--- config.mk ---
export PLATFORM = sky130hd
export DESIGN_NAME = regfile_ctrl_flat
export DESIGN_NICKNAME = d
export VERILOG_FILES = /design/src/rtl/regfile_ctrl_if.sv /design/src/rtl/regfile_ctrl.sv /design/src/flat_wrapper.sv
export SDC_FILE = /design/constraint.sdc
export NUM_CORES = 1
export LEC_CHECK = 0
export BUFFER_PORTS_ARGS = -buffer_cell sky130_fd_sc_hd__buf_2
export CAP_MARGIN = 20
export CORE_MARGIN = 2
export CORE_UTILIZATION = 44
export CTS_BUF_LIST = sky130_fd_sc_hd__clkbuf_8
export DETAILED_ROUTE_END_ITERATION = 12
export HOLD_SLACK_MARGIN = 0.1
export MAX_ROUTING_LAYER = met4
export PLACE_DENSITY = 0.82
export SLEW_MARGIN = 20
export SYNTH_ARGS = -nofsm -noshare
export SYNTH_HDL_FRONTEND = slang
export SYNTH_SLANG_ARGS = --single-unit
export TNS_END_PERCENT = 10
--- constraint.sdc ---
create_clock -name clk -period 1.79 [get_ports clk]
set_input_delay 0.179 -clock clk [delete_from_list [all_inputs] [get_ports clk]]
set_output_delay 0.179 -clock clk [all_outputs]
set_load 0.02 [all_outputs]
--- src/rtl/regfile_ctrl_if.sv ---
// Core-side bundle of regfile_ctrl: operand read request/response handshake plus the writeback port.
interface regfile_ctrl_if #(
  parameter int XLEN  = 32,
  parameter int NREGS = 32
);
  localparam int AW = $clog2(NREGS);

  logic            req_valid;
  logic            req_ready;
  logic [AW-1:0]   ra1;
  logic [AW-1:0]   ra2;
  logic            rd_valid;
  logic            rd_ready;
  logic [XLEN-1:0] rd1;
  logic [XLEN-1:0] rd2;
  logic            wb_we;
  logic [AW-1:0]   wb_wa;
  logic [XLEN-1:0] wb_wd;

  modport master (
    output req_valid, ra1, ra2, rd_ready, wb_we, wb_wa, wb_wd,
    input  req_ready, rd_valid, rd1, rd2
  );

  modport slave (
    input  req_valid, ra1, ra2, rd_ready, wb_we, wb_wa, wb_wd,
    output req_ready, rd_valid, rd1, rd2
  );
endinterface

--- src/rtl/regfile_ctrl.sv ---
// Sequencer in front of a BRAM register-file pair: zero-fills x1..x31 after reset, serves operand pairs
// with fixed 2-cycle latency and keeps x0 at zero. Macro REGFILE_CTRL_BYPASS_EN enables write forwarding.
module regfile_ctrl #(
  parameter int XLEN  = 32,
  parameter int NREGS = 32
) (
  input  logic                     clk,
  input  logic                     rst_n,
  regfile_ctrl_if.slave            core,
  output logic                     ram_we,
  output logic [$clog2(NREGS)-1:0] ram_wa,
  output logic [XLEN-1:0]          ram_wd,
  output logic [$clog2(NREGS)-1:0] ram_ra1,
  output logic [$clog2(NREGS)-1:0] ram_ra2,
  input  logic [XLEN-1:0]          ram_rd1,
  input  logic [XLEN-1:0]          ram_rd2,
  output logic                     init_done
);
  localparam int AW = $clog2(NREGS);
  localparam logic [AW-1:0]   ZERO_A = {AW{1'b0}};
  localparam logic [AW-1:0]   ONE_A  = {{(AW-1){1'b0}}, 1'b1};
  localparam logic [AW-1:0]   LAST_A = AW'(NREGS - 1);
  localparam logic [XLEN-1:0] ZERO_D = {XLEN{1'b0}};

  typedef enum logic [1:0] {
    ST_INIT = 2'd0,
    ST_IDLE = 2'd1,
    ST_READ = 2'd2,
    ST_RESP = 2'd3
  } state_t;

  state_t          state_r;
  logic [AW-1:0]   init_cnt_r;
  logic [AW-1:0]   ra1_r;
  logic [AW-1:0]   ra2_r;
  logic            init_done_r;
  logic            rd_valid_r;
  logic [XLEN-1:0] rd1_r;
  logic [XLEN-1:0] rd2_r;
  logic            req_ready_s;
  logic            accept_s;
  logic [XLEN-1:0] op1_s;
  logic [XLEN-1:0] op2_s;
`ifdef REGFILE_CTRL_BYPASS_EN
  logic            hit1_r;
  logic            hit2_r;
  logic [XLEN-1:0] hit_data_r;
`endif

  // BRAM write port: zero-fill sweep during INIT, filtered writeback afterwards, quiet in reset
  always_comb begin
    ram_we = 1'b0;
    ram_wa = core.wb_wa;
    ram_wd = core.wb_wd;
    if (!rst_n) begin
      ram_we = 1'b0;
    end else if (state_r == ST_INIT) begin
      ram_we = 1'b1;
      ram_wa = init_cnt_r;
      ram_wd = ZERO_D;
    end else begin
      ram_we = core.wb_we && (core.wb_wa != ZERO_A);
    end
  end

  // Request acceptance and BRAM read addressing
  always_comb begin
    case (state_r)
      ST_IDLE: req_ready_s = 1'b1;
      ST_RESP: req_ready_s = core.rd_ready;
      default: req_ready_s = 1'b0;
    endcase
`ifndef REGFILE_CTRL_BYPASS_EN
    // Without forwarding a read must not share its accept cycle with a write.
    req_ready_s = req_ready_s && !core.wb_we;
`endif
    accept_s = core.req_valid && req_ready_s;
    ram_ra1  = accept_s ? core.ra1 : ra1_r;
    ram_ra2  = accept_s ? core.ra2 : ra2_r;
  end

  // Operand resolution in READ: x0, then a same-cycle write, then the accept-cycle capture, then BRAM
  always_comb begin
    op1_s = ram_rd1;
    op2_s = ram_rd2;
    if (ra1_r == ZERO_A) begin
      op1_s = ZERO_D;
`ifdef REGFILE_CTRL_BYPASS_EN
    end else if (core.wb_we && (core.wb_wa == ra1_r)) begin
      op1_s = core.wb_wd;
    end else if (hit1_r) begin
      op1_s = hit_data_r;
`endif
    end else begin
      op1_s = ram_rd1;
    end
    if (ra2_r == ZERO_A) begin
      op2_s = ZERO_D;
`ifdef REGFILE_CTRL_BYPASS_EN
    end else if (core.wb_we && (core.wb_wa == ra2_r)) begin
      op2_s = core.wb_wd;
    end else if (hit2_r) begin
      op2_s = hit_data_r;
`endif
    end else begin
      op2_s = ram_rd2;
    end
  end

  // Sequencer state, latched addresses and registered response
  always_ff @(posedge clk or negedge rst_n) begin
    if (!rst_n) begin
      state_r     <= ST_INIT;
      init_cnt_r  <= ONE_A;
      init_done_r <= 1'b0;
      rd_valid_r  <= 1'b0;
      rd1_r       <= ZERO_D;
      rd2_r       <= ZERO_D;
      ra1_r       <= ZERO_A;
      ra2_r       <= ZERO_A;
`ifdef REGFILE_CTRL_BYPASS_EN
      hit1_r      <= 1'b0;
      hit2_r      <= 1'b0;
      hit_data_r  <= ZERO_D;
`endif
    end else begin
      case (state_r)
        ST_INIT: begin
          init_cnt_r <= init_cnt_r + ONE_A;
          if (init_cnt_r == LAST_A) begin
            state_r     <= ST_IDLE;
            init_done_r <= 1'b1;
          end
        end
        ST_IDLE: begin
          if (accept_s) begin
            state_r <= ST_READ;
          end
        end
        ST_READ: begin
          rd1_r      <= op1_s;
          rd2_r      <= op2_s;
          rd_valid_r <= 1'b1;
          state_r    <= ST_RESP;
        end
        ST_RESP: begin
          if (core.rd_ready) begin
            rd_valid_r <= 1'b0;
            state_r    <= accept_s ? ST_READ : ST_IDLE;
          end else begin
`ifdef REGFILE_CTRL_BYPASS_EN
            // Held operands track writes to their source so a stalled consumer never sees stale data.
            if (core.wb_we && (core.wb_wa == ra1_r) && (ra1_r != ZERO_A)) begin
              rd1_r <= core.wb_wd;
            end
            if (core.wb_we && (core.wb_wa == ra2_r) && (ra2_r != ZERO_A)) begin
              rd2_r <= core.wb_wd;
            end
`endif
          end
        end
        default: state_r <= ST_INIT;
      endcase

      if (accept_s) begin
        ra1_r <= core.ra1;
        ra2_r <= core.ra2;
`ifdef REGFILE_CTRL_BYPASS_EN
        // BRAM returns old data on read-during-write, so keep the accept-cycle write value.
        hit1_r     <= core.wb_we && (core.wb_wa == core.ra1) && (core.ra1 != ZERO_A);
        hit2_r     <= core.wb_we && (core.wb_wa == core.ra2) && (core.ra2 != ZERO_A);
        hit_data_r <= core.wb_wd;
`endif
      end
    end
  end

  assign core.req_ready = req_ready_s;
  assign core.rd_valid  = rd_valid_r;
  assign core.rd1       = rd1_r;
  assign core.rd2       = rd2_r;
  assign init_done      = init_done_r;
endmodule

--- src/flat_wrapper.sv ---
// flat-port wrapper written by rule: the top's interface ports become plain ports
module regfile_ctrl_flat 
#(
  parameter int XLEN  = 32,
  parameter int NREGS = 32
)
  (clk, rst_n, ram_we, ram_wa, ram_wd, ram_ra1, ram_ra2, ram_rd1, ram_rd2, init_done, core_req_valid, core_ra1, core_ra2, core_rd_ready, core_wb_we, core_wb_wa, core_wb_wd, core_req_ready, core_rd_valid, core_rd1, core_rd2);
  regfile_ctrl_if #(.XLEN(XLEN), .NREGS(NREGS)) core_i ();
  input  logic clk;
  input  logic rst_n;
  output logic ram_we;
  output logic [$clog2(NREGS)-1:0] ram_wa;
  output logic [XLEN-1:0] ram_wd;
  output logic [$clog2(NREGS)-1:0] ram_ra1;
  output logic [$clog2(NREGS)-1:0] ram_ra2;
  input  logic [XLEN-1:0] ram_rd1;
  input  logic [XLEN-1:0] ram_rd2;
  output logic init_done;
  input wire logic [$bits(core_i.req_valid)-1:0] core_req_valid;
  input wire logic [$bits(core_i.ra1)-1:0] core_ra1;
  input wire logic [$bits(core_i.ra2)-1:0] core_ra2;
  input wire logic [$bits(core_i.rd_ready)-1:0] core_rd_ready;
  input wire logic [$bits(core_i.wb_we)-1:0] core_wb_we;
  input wire logic [$bits(core_i.wb_wa)-1:0] core_wb_wa;
  input wire logic [$bits(core_i.wb_wd)-1:0] core_wb_wd;
  output wire logic [$bits(core_i.req_ready)-1:0] core_req_ready;
  output wire logic [$bits(core_i.rd_valid)-1:0] core_rd_valid;
  output wire logic [$bits(core_i.rd1)-1:0] core_rd1;
  output wire logic [$bits(core_i.rd2)-1:0] core_rd2;
  assign core_i.req_valid = core_req_valid;
  assign core_i.ra1 = core_ra1;
  assign core_i.ra2 = core_ra2;
  assign core_i.rd_ready = core_rd_ready;
  assign core_i.wb_we = core_wb_we;
  assign core_i.wb_wa = core_wb_wa;
  assign core_i.wb_wd = core_wb_wd;
  assign core_req_ready = core_i.req_ready;
  assign core_rd_valid = core_i.rd_valid;
  assign core_rd1 = core_i.rd1;
  assign core_rd2 = core_i.rd2;
  regfile_ctrl #(.XLEN(XLEN), .NREGS(NREGS)) u_core (.clk(clk), .rst_n(rst_n), .core(core_i), .ram_we(ram_we), .ram_wa(ram_wa), .ram_wd(ram_wd), .ram_ra1(ram_ra1), .ram_ra2(ram_ra2), .ram_rd1(ram_rd1), .ram_rd2(ram_rd2), .init_done(init_done));
endmodule
# ---- After elaboration in Yosys (flattened, before gate mapping)
# Index checks and enable logic that the tools add are counted.
dict set report word_totals {
  reg_bits 83
  latchBits 0
  memories 0
  output_inout_bits 115
  word_cells 46
  ramBits 0
  romBits 0
}
dict set report classes {
  mul 0
  add_sub_neg 1
  eq_ne 7
  div 0
  order_cmp 0
  shift 0
  n_reduce_logical 12
  n_mux 18
  bitwise 0
}
# op count
set ops {}
lappend ops {{two-way mux 32 bit} 4}
lappend ops {{two-way mux 5 bit} 4}
lappend ops {{logical NOT 5 bit} 2}
lappend ops {{two-way mux 2 bit} 4}
lappend ops {{one-hot mux 2 bit (4 select lines)} 1}
lappend ops {{adder 5 x 1 -> 5 bit, second input constant} 1}
lappend ops {{equality test 5 bit, second input constant} 1}
lappend ops {{nonzero test 5 bit} 1}
lappend ops {{equality test 2 bit, second input constant} 2}
lappend ops {{!= test 2 bit, second input constant} 2}
lappend ops {{one-hot mux 1 bit (2 select lines)} 2}
lappend ops {{AND reduction 2 bit} 2}
lappend ops {{logical AND 1 bit} 3}
lappend ops {{two-way mux 1 bit} 3}
lappend ops {{AND reduction 3 bit} 1}
lappend ops {{equality test 2 x 1 -> 1 bit, second input constant} 1}
lappend ops {{logical NOT 2 bit} 1}
lappend ops {{!= test 2 x 1 -> 1 bit, second input constant} 1}
lappend ops {{nonzero test 2 bit} 1}
lappend ops {{logical NOT 1 bit} 1}

# ---- Longest topological paths before layout
# Gate-level depths: netlist of run 1.
dict set report logic_depth {
  ltp_word 7
  mapped_depth 5
  depth_no_buf 4
}

# ---- Least setup slack after synthesis of run 1
# Ideal clock, no wire load.
dict set report synth_timing {
  path_type {register to output}
  start {register u_core.state_r[1]}
  end {output port ram_wa[0]}
  stages_incl_launch_ff 5
  slack_ns 0.276
  arrival_time_ns 1.335
  cell_sequence {dfrtp_1 -> nor2_4 -> and2_1 -> buf_2 -> mux2_2}
}
dict set report synth_via {
  elab_chain_cells 3
}
# element line
set synth_rtl {}
lappend synth_rtl {{from (decl)} regfile_ctrl.sv:32} ;# state_t state_r;
lappend synth_rtl {{from (signal assigned)} regfile_ctrl.sv:149} ;# state_r <= accept_s ? ST_READ : ST_IDLE;
lappend synth_rtl {{logical NOT 2 bit} regfile_ctrl.sv:57} ;# end else if (state_r == ST_INIT) begin
lappend synth_rtl {{two-way mux 5 bit} regfile_ctrl.sv:57}
lappend synth_rtl {{two-way mux 5 bit} regfile_ctrl.sv:55} ;# if (!rst_n) begin
lappend synth_rtl {{to (decl)} flat_wrapper.sv:12} ;# output logic [$clog2(NREGS)-1:0] ram_wa;
# Every way passes these cells.

# ---- Worst setup path after layout of run 1
dict set report layout_timing {
  start {register u_core.state_r[1]}
  end {output port ram_ra2[0]}
}
dict set report layout_via {
  elab_chain_cells 5
  word_cells_on_any_way 6
  classes_between {eq/ne (2); mux (2); reduce/logical (2)}
}
# element line
set layout_rtl {}
lappend layout_rtl {{equality test 2 bit or equality test 2 x 1 -> 1 bit (tied branches)} regfile_ctrl.sv:68} ;# case (state_r)
lappend layout_rtl {{one-hot mux 1 bit (2 select lines) (*)} regfile_ctrl.sv:68}
lappend layout_rtl {{logical AND 1 bit (*)} regfile_ctrl.sv:75} ;# req_ready_s = req_ready_s && !core.wb_we;
lappend layout_rtl {{logical AND 1 bit (*)} regfile_ctrl.sv:77} ;# accept_s = core.req_valid && req_ready_s;
lappend layout_rtl {{two-way mux 5 bit (*)} -}
lappend layout_rtl {{to (decl)} flat_wrapper.sv:15} ;# output logic [$clog2(NREGS)-1:0] ram_ra2;
# Mark *: on every way between the ends. The rest lies on a longest branch, timed or not.

==> results of run 1 <==
==> repair_timing <==
item                                    4_1_cts  5_1_grt
pin swaps                                     1        1
gates cloned                                  1        0
endpoints found under the setup margin       48       44
hold buffers                                 69        1
hold endpoints to repair                     69       42
setup buffers                                 4        0
resized for setup                             8        5
==> final cells by class <==
type | count | area, um^2 | share of cell area
well taps | 105 | 131 | 0.0223
repair buffers | 316 | 2040 | 0.346
flip-flops and latches | 83 | 2080 | 0.353
multi-input cells | 271 | 1440 | 0.244
clock inverters | 4 | 50.0 | 0.00850
clock buffers | 11 | 151 | 0.0257
==> layer usage <==
layer / global-route usage / vias up / routed length (um)
li1: - / 1824 / -
met1: 0.334 / 1872 / 4940
met2: 0.457 / 178 / 6510
met3: 0.0514 / 20 / 814
met4: 0.0870 / 0 / 223
met5: - / - / 0
==> worst reg2reg max path, delay by kind of cell (launching register included) <==
kind	cells	cell delay (ps)
AOI/OAI and AO/OA	1	150
buffers and inverters	1	230
DFF	1	380
and+or+nand+nor	2	660
==> cell usage in the layout, fill, tap and decap left out, types with 2 or more instances in the layout <==
master / Yosys / routed
and2_4: 0 / 2
buf_12: 0 / 3
buf_2: 10 / 225
buf_4: 7 / 14
buf_6: 6 / 4
clkbuf_8: 0 / 11
clkinvlp_4: 0 / 2
dfrtp_1: 82 / 80
dfrtp_2: 0 / 2
dlygate4sd3_1: 0 / 70
ha_1: 2 / 2
mux2_2: 17 / 16
nand2_1: 133 / 133
nor2_4: 3 / 3
nor2b_1: 33 / 32
o21ai_0: 57 / 57
o21ai_1: 7 / 7
or4_4: 2 / 2
xnor2_1: 2 / 2
==> power by group through the flow <==
stage	Sequential (mW)	Clock, mW	Combinational (mW)
CTS	3.25	1.39	4.47
detailed placement	3.31	0	4.24
global route	3.37	1.49	4.90
floorplan	4.08	0	1.90
global placement	3.25	0	4.11
finish	3.29	1.35	4.52
==> per-stage QoR <==
stage	power (mW)	hold WS, ps	util
finish	9.16	110	0.724
global route	9.76	117	0.724
CTS	9.11	101	0.721
detailed placement	7.54	418	0.604
global placement	7.37	411	0.604
floorplan	5.98	-117	-
==> flip-flops by register name, indices dropped and copies added, names as in the netlist <==
| name | flops |
|---|---|
| u_core.core.rd1 | 32 |
| u_core.core.rd2 | 32 |
| u_core.state_r | 2 |
| u_core.init_cnt_r | 5 |
| u_core.core.rd_valid | 1 |
| u_core.ra2_r | 5 |
| u_core.ra1_r | 5 |
| u_core.init_done | 1 |
==> worst max-delay path by stage <==
| stage | slack (ps) | to |
|---|---|---|
| finish | -80 | ram_ra2[0] |
| global route | -170 | ram_ra2[0] |
| CTS | -90 | ram_ra1[0] |
| detailed placement | 70 | ram_wa[4] |
| global placement | 160 | ram_wa[1] |
| floorplan | 280 | ram_wa[0] |
==> logic make-up after synthesis <==
| kind of cell | Yosys count |
|---|---|
| and+or+nand+nor | 181 |
| buffers and inverters | 25 |
| AOI/OAI and AO/OA | 67 |
| DFF | 83 |
| adders and majority gates | 2 |
| xor gates and xnor gates | 3 |
| muxes | 17 |
==> run_results.csv, run 1 <==
group,metric,value,unit
place,port_buffers,230,
timing,fin_tns_setup,-684,ps
global_routing,grt_start_max_net_pins,84,
global_routing,antenna_found_initial,0,
timing,max_slew_margin,0.503,
pwr,intPower,5.16,mW
setup_path,reg2regPathDepth,4,
clocking,cts-htree-levels,3,
global_routing,gr-total-overflow,0,
clocking,cts_buffers,9,
global_routing,grt_pass1_wl,18200,um
cells_and_area,insertedDiodeCount,0,
cells_and_area,fillCellCount,571,
clocking,cts_buffer_depth,2,
setup_path,critPathLaunchType,"flop",
hold_path,hold_end,"u_core.core.rd1[10]$_DFFE_PN0P_",
drt,vias,3894,
cells_and_area,area_growth,60.5,%
setup_path,cp_top_family,"flip-flops",
timing,fin_ws,-78.0,ps
timing,period_share,1.04,
synthesis,synth_mux_area_frac,0.0522,
clocking,cts.sinks,83,
floorplanning,start_util,0.451,
setup_path,cp-startpoint,"u_core.state_r[1]$_DFFE_PN0P_",
setup_path,r2r-end,"u_core.core.rd1[13]$_DFFE_PN0P_",
synthesis,synth.cell_area,3670,um^2
synthesis,yosysMostFrequentCell,"nand2_1",
setup_path,cp_data_required_time,1610,ps
pwr,clkPwrFrac,0.148,
synthesis,synth-simple-area-share,0.225,
timing,tightest_slew,745,ps
place,gp_congestion,0.762,
setup_path,regToRegSetupSlack,250,ps
synthesis,ys_seq_elements,83,
floorplanning,dieWidth,95.3,um
synthesis,synth_compound_area_frac,0.0941,
drt,first_iter_violations,118,
synthesis,ys_top_cells_by_area,"dfrtp_1 56%, nand2_1 14%, o21ai_0 7.8%",
synthesis,syn_inst,378,
floorplanning,dieArea,9080,um^2
pwr,power.leakage,3.04,nW
drt,drc,0,
setup_path,cp_slowest_cell,"dfrtp_2",
pwr,p_seq_frac,0.358,
flow_run,cap_viol_max_count,0,
setup_path,max_stage_delay,410,ps
timing,clock_skew,9.30,ps
synthesis,yosysSeqAreaShare,0.567,
setup_path,cp_num_buf_inv,2,
cells_and_area,fin_cells,790,
cells_and_area,drive_gt1_frac,0.425,
cells_and_area,finalNetCount,799,
setup_path,worst-path-max-fanout,11,
floorplanning,core-area,8130,um^2
synthesis,yosysWarnings,0,
setup_path,crit_type,"reg -> out",
timing,setup_viol,10,
synthesis,yosys.area.top_type,"dfrtp_1",
synthesis,synth-xor-area-share,0.00716,
timing,hold_viol,0,
setup_path,path_depth,5,
floorplanning,die-height,95.3,um
timing,slew_viol_final,0,
run_status,status,"finished with violations",
timing,rsz0062_at_grt,"yes",
clocking,clk_pin_slew_worst_paths,80,ps
global_routing,grt_pass1_vias,3652,
place,dp_cells,700,
setup_path,end_kind,"output port",
synthesis,synth_fa_ha_area_frac,0.00682,
drt,ant_nets,0,
synthesis,async_reset_ff_frac,1.00,
global_routing,grt_usage,0.272,
pwr,combPwrFrac,0.494,
synthesis,synth_enable_flop_cells,0,
floorplanning,num_io_pins,231,
synthesis,synth_top_family_by_area,"simple AND/OR/NAND/NOR gates",
place,preCtsSetupSlack,70.1,ps
timing,fmax,0.535,GHz
clocking,worstSkewPairLatency,340,ps
clocking,clock-root-buffer,"clkbuf_8",
setup_path,worstReg2RegStart,"u_core.ra1_r[2]$_DFF_PN0_",
drt,dr.pass1.iters,4,
pwr,p_sw,4.00,mW
synthesis,synth.top_cells.by_count,"133 x nand2_1, 82 x dfrtp_1, 57 x o21ai_0, 33 x nor2b_1, 17 x mux2_2",
timing,finalCriticalPeriod,1870,ps
pwr,sw_frac_of_total,0.437,
drt,wirelength,12500,um
setup_path,arrival,1690,ps
clocking,cts_tree,"yes",
synthesis,ys_types,28,
hold_path,hold_class,"in -> reg",
hold_path,min_from,"ram_rd1[10]",
pwr,ir_drop,996,uV
synthesis,synth_nets,496,
drt,wl_per_cell,15.8,um
drt,via_per_inst,4.93,
place,dp_hpwl,8000,um
floorplanning,rows,33,
pwr,p_per_area,1560,nW/um^2
place,placed_area,4910,um^2
cells_and_area,final_design_area_no_fill,5890,um^2
hold_path,hold_depth,3,
synthesis,synth_top_area_share,0.559,
synthesis,synth.avg_cell_area,9.71,um^2
synthesis,yosys_most_used_dff,"dfrtp_1",
setup_path,path_cells,"nand2b_1 -> nand4b_1 -> buf_6 -> mux2_2 -> buf_2",
run_status,violations,"setup timing",
No activity file was read; power rests on OpenSTA's default activity.
==> inputs of run 2 (changes only) <==
Settings changed: CORE_ASPECT_RATIO set to 0.9, PLACE_DENSITY 0.82 to 0.81.
==> run 2 against run 1 <==
Net effect: the flow still finishes with violations (setup timing); clock skew rose by 2.8 ps; global-route usage up 2.3 points; largest power group unchanged; cell area grew 1.2%; sequential power about the same; combinational power is 4% higher; highest routed layer unchanged.
==> run_results.csv, run 2 (synthesized netlist as in run 1, its figures left out) <==
group,metric,value,unit
place,preCtsSetupSlack,194,ps
timing,holdWs,106,ps
drt,first_iter_violations,195,
drt,wl_per_cell,16.5,um
pwr,power.leakage,3.06,nW
clocking,worstSkewPairLatency,350,ps
setup_path,crit_type,"reg -> out",
flow_run,cap_viol_max_count,0,
setup_path,cp_data_required_time,1610,ps
clocking,cts_buffer_depth,2,
timing,finalCriticalPeriod,1900,ps
floorplanning,dieWidth,100,um
cells_and_area,fillCellCount,558,
floorplanning,die-height,90.6,um
cells_and_area,multi_input_area,1430,um^2
place,gp_congestion,1.08,
setup_path,reg2regPathDepth,6,
floorplanning,dieArea,9090,um^2
pwr,p_per_area,1550,nW/um^2
place,dp_cells,696,
timing,setup_viol,21,
clocking,clk_pin_slew_worst_paths,80,ps
clocking,clock-root-buffer,"clkbuf_8",
cells_and_area,most-common-layout-cells,"221 x buf_2, 133 x nand2_1, 82 x dfrtp_1",
setup_path,worst-path-max-fanout,10,
floorplanning,num_io_pins,231,
floorplanning,start_util,0.455,
run_status,violations,"setup timing",
hold_path,hold_class,"in -> reg",
global_routing,antenna_found_initial,0,
place,port_buffers,230,
global_routing,gr-total-overflow,0,
timing,max_slew_margin,0.558,
timing,clock_skew,12.1,ps
floorplanning,rows,31,
timing,period_share,1.06,
cells_and_area,fin_cells,791,
clocking,cts_tree,"yes",
cells_and_area,insertedDiodeCount,0,
cells_and_area,regArea,2080,um^2
timing,hold_viol,0,
cells_and_area,finalNetCount,805,
timing,fmax,0.526,GHz
pwr,ir_drop,820,uV
run_status,status,"finished with violations",
clocking,cts.sinks,83,
place,dp_hpwl,8250,um
global_routing,grt_pass1_wl,20300,um
timing,fin_ws,-113,ps
setup_path,regToRegSetupSlack,240,ps
drt,dr.pass1.iters,4,
cells_and_area,final_common_cell,"buf_2",
clocking,cts_buffers,9,
timing,tightest_slew,662,ps
floorplanning,core-area,8070,um^2
timing,rsz0062_at_grt,"yes",
clocking,cts-htree-levels,3,
drt,via_per_inst,5.01,
global_routing,grt_start_max_net_pins,54,
cells_and_area,drive_gt1_frac,0.421,
global_routing,grt_usage,0.295,
hold_path,hold_depth,3,
drt,drc,0,
drt,ant_nets,0,
setup_path,critPathLaunchType,"flop",
timing,slew_viol_final,0,
cells_and_area,area_growth,62.4,%
drt,wirelength,13100,um
setup_path,arrival,1720,ps
cells_and_area,final_core_util,0.738,
setup_path,end_kind,"output port",
global_routing,grt_pass1_vias,4012,
drt,vias,3962,
## run 2: changes by cell type in the layout (fill, tap and decap cells not counted), moves of 2 or more
cell	previous run	this run
buf_6	4	9
dlygate4sd3_1	70	75
buf_2	225	221
dfrtp_1	80	82
dfrtp_2	2	0
inv_6	0	2
## run 2: layout make-up
class,instances,area share
Clock buffer,10,0.0231
Sequential cell,83,0.349
Timing Repair Buffer,323,0.360
Tap cell,99,0.0208
Clock inverter,6,0.00819
Multi-Input combinational cell,270,0.239
## run 2: worst max-delay path: stages (launching register included)
cell and delay [ps]:
dfrtp_1 400, nand2b_1 120, nand4b_1 190, buf_12 200, mux2_2 290, buf_2 170
## run 2: path summary, 6_finish.rpt
kind | startpoint | end
max | u_core.state_r[1]$_DFFE_PN0P_ | ram_ra1[1]
min | ram_rd1[5] | u_core.core.rd1[5]$_DFFE_PN0P_
max reg2reg | u_core.state_r[1]$_DFFE_PN0P_ | u_core.core.rd2[11]$_DFFE_PN0P_
min reg2reg | u_core.init_done$_DFFE_PN0P_ | u_core.init_done$_DFFE_PN0P_
max in group asynchronous | rst_n | u_core.core.rd2[29]$_DFFE_PN0P_
min in group asynchronous | rst_n | u_core.core.rd1[11]$_DFFE_PN0P_
## run 2: per-layer routing
metal | global-route usage | up-vias | share of wire
met1 | 0.340 | 1902 | 0.39
li1 | - | 1838 | -
met3 | 0.0921 | 34 | 0.072
met5 | - | - | 0
met2 | 0.486 | 188 | 0.51
met4 | 0.104 | 0 | 0.028
## run 2: report_power, final
group	internal, mW	leakage, nW	switching, mW	total [mW]
clock network	0.554	0.0855	0.705	1.26
logic	1.78	1.95	2.89	4.68
registers	2.76	1.03	0.533	3.29
## run 2: repair_timing
action,CTS,global route
hold endpoints to repair,102,1
endpoints found under the setup margin,48,29
setup buffers,2,2
gates resized for setup,15,4
pin swaps,1,2
hold buffers,74,1
## run 2: metrics by stage
| stage | total power, mW | TNS (ps) | area, um^2 |
|---|---|---|---|
| 2_1_floorplan | 5.98 | 0 | 3670 |
| 3_3_place_gp | 7.43 | 0 | 4930 |
| 3_5_place_dp | 7.60 | 0 | 4930 |
| 4_1_cts | 9.12 | -989 | 5920 |
| 5_1_grt | 9.81 | -5770 | 5960 |
| 6_report | 9.23 | -1240 | 5960 |
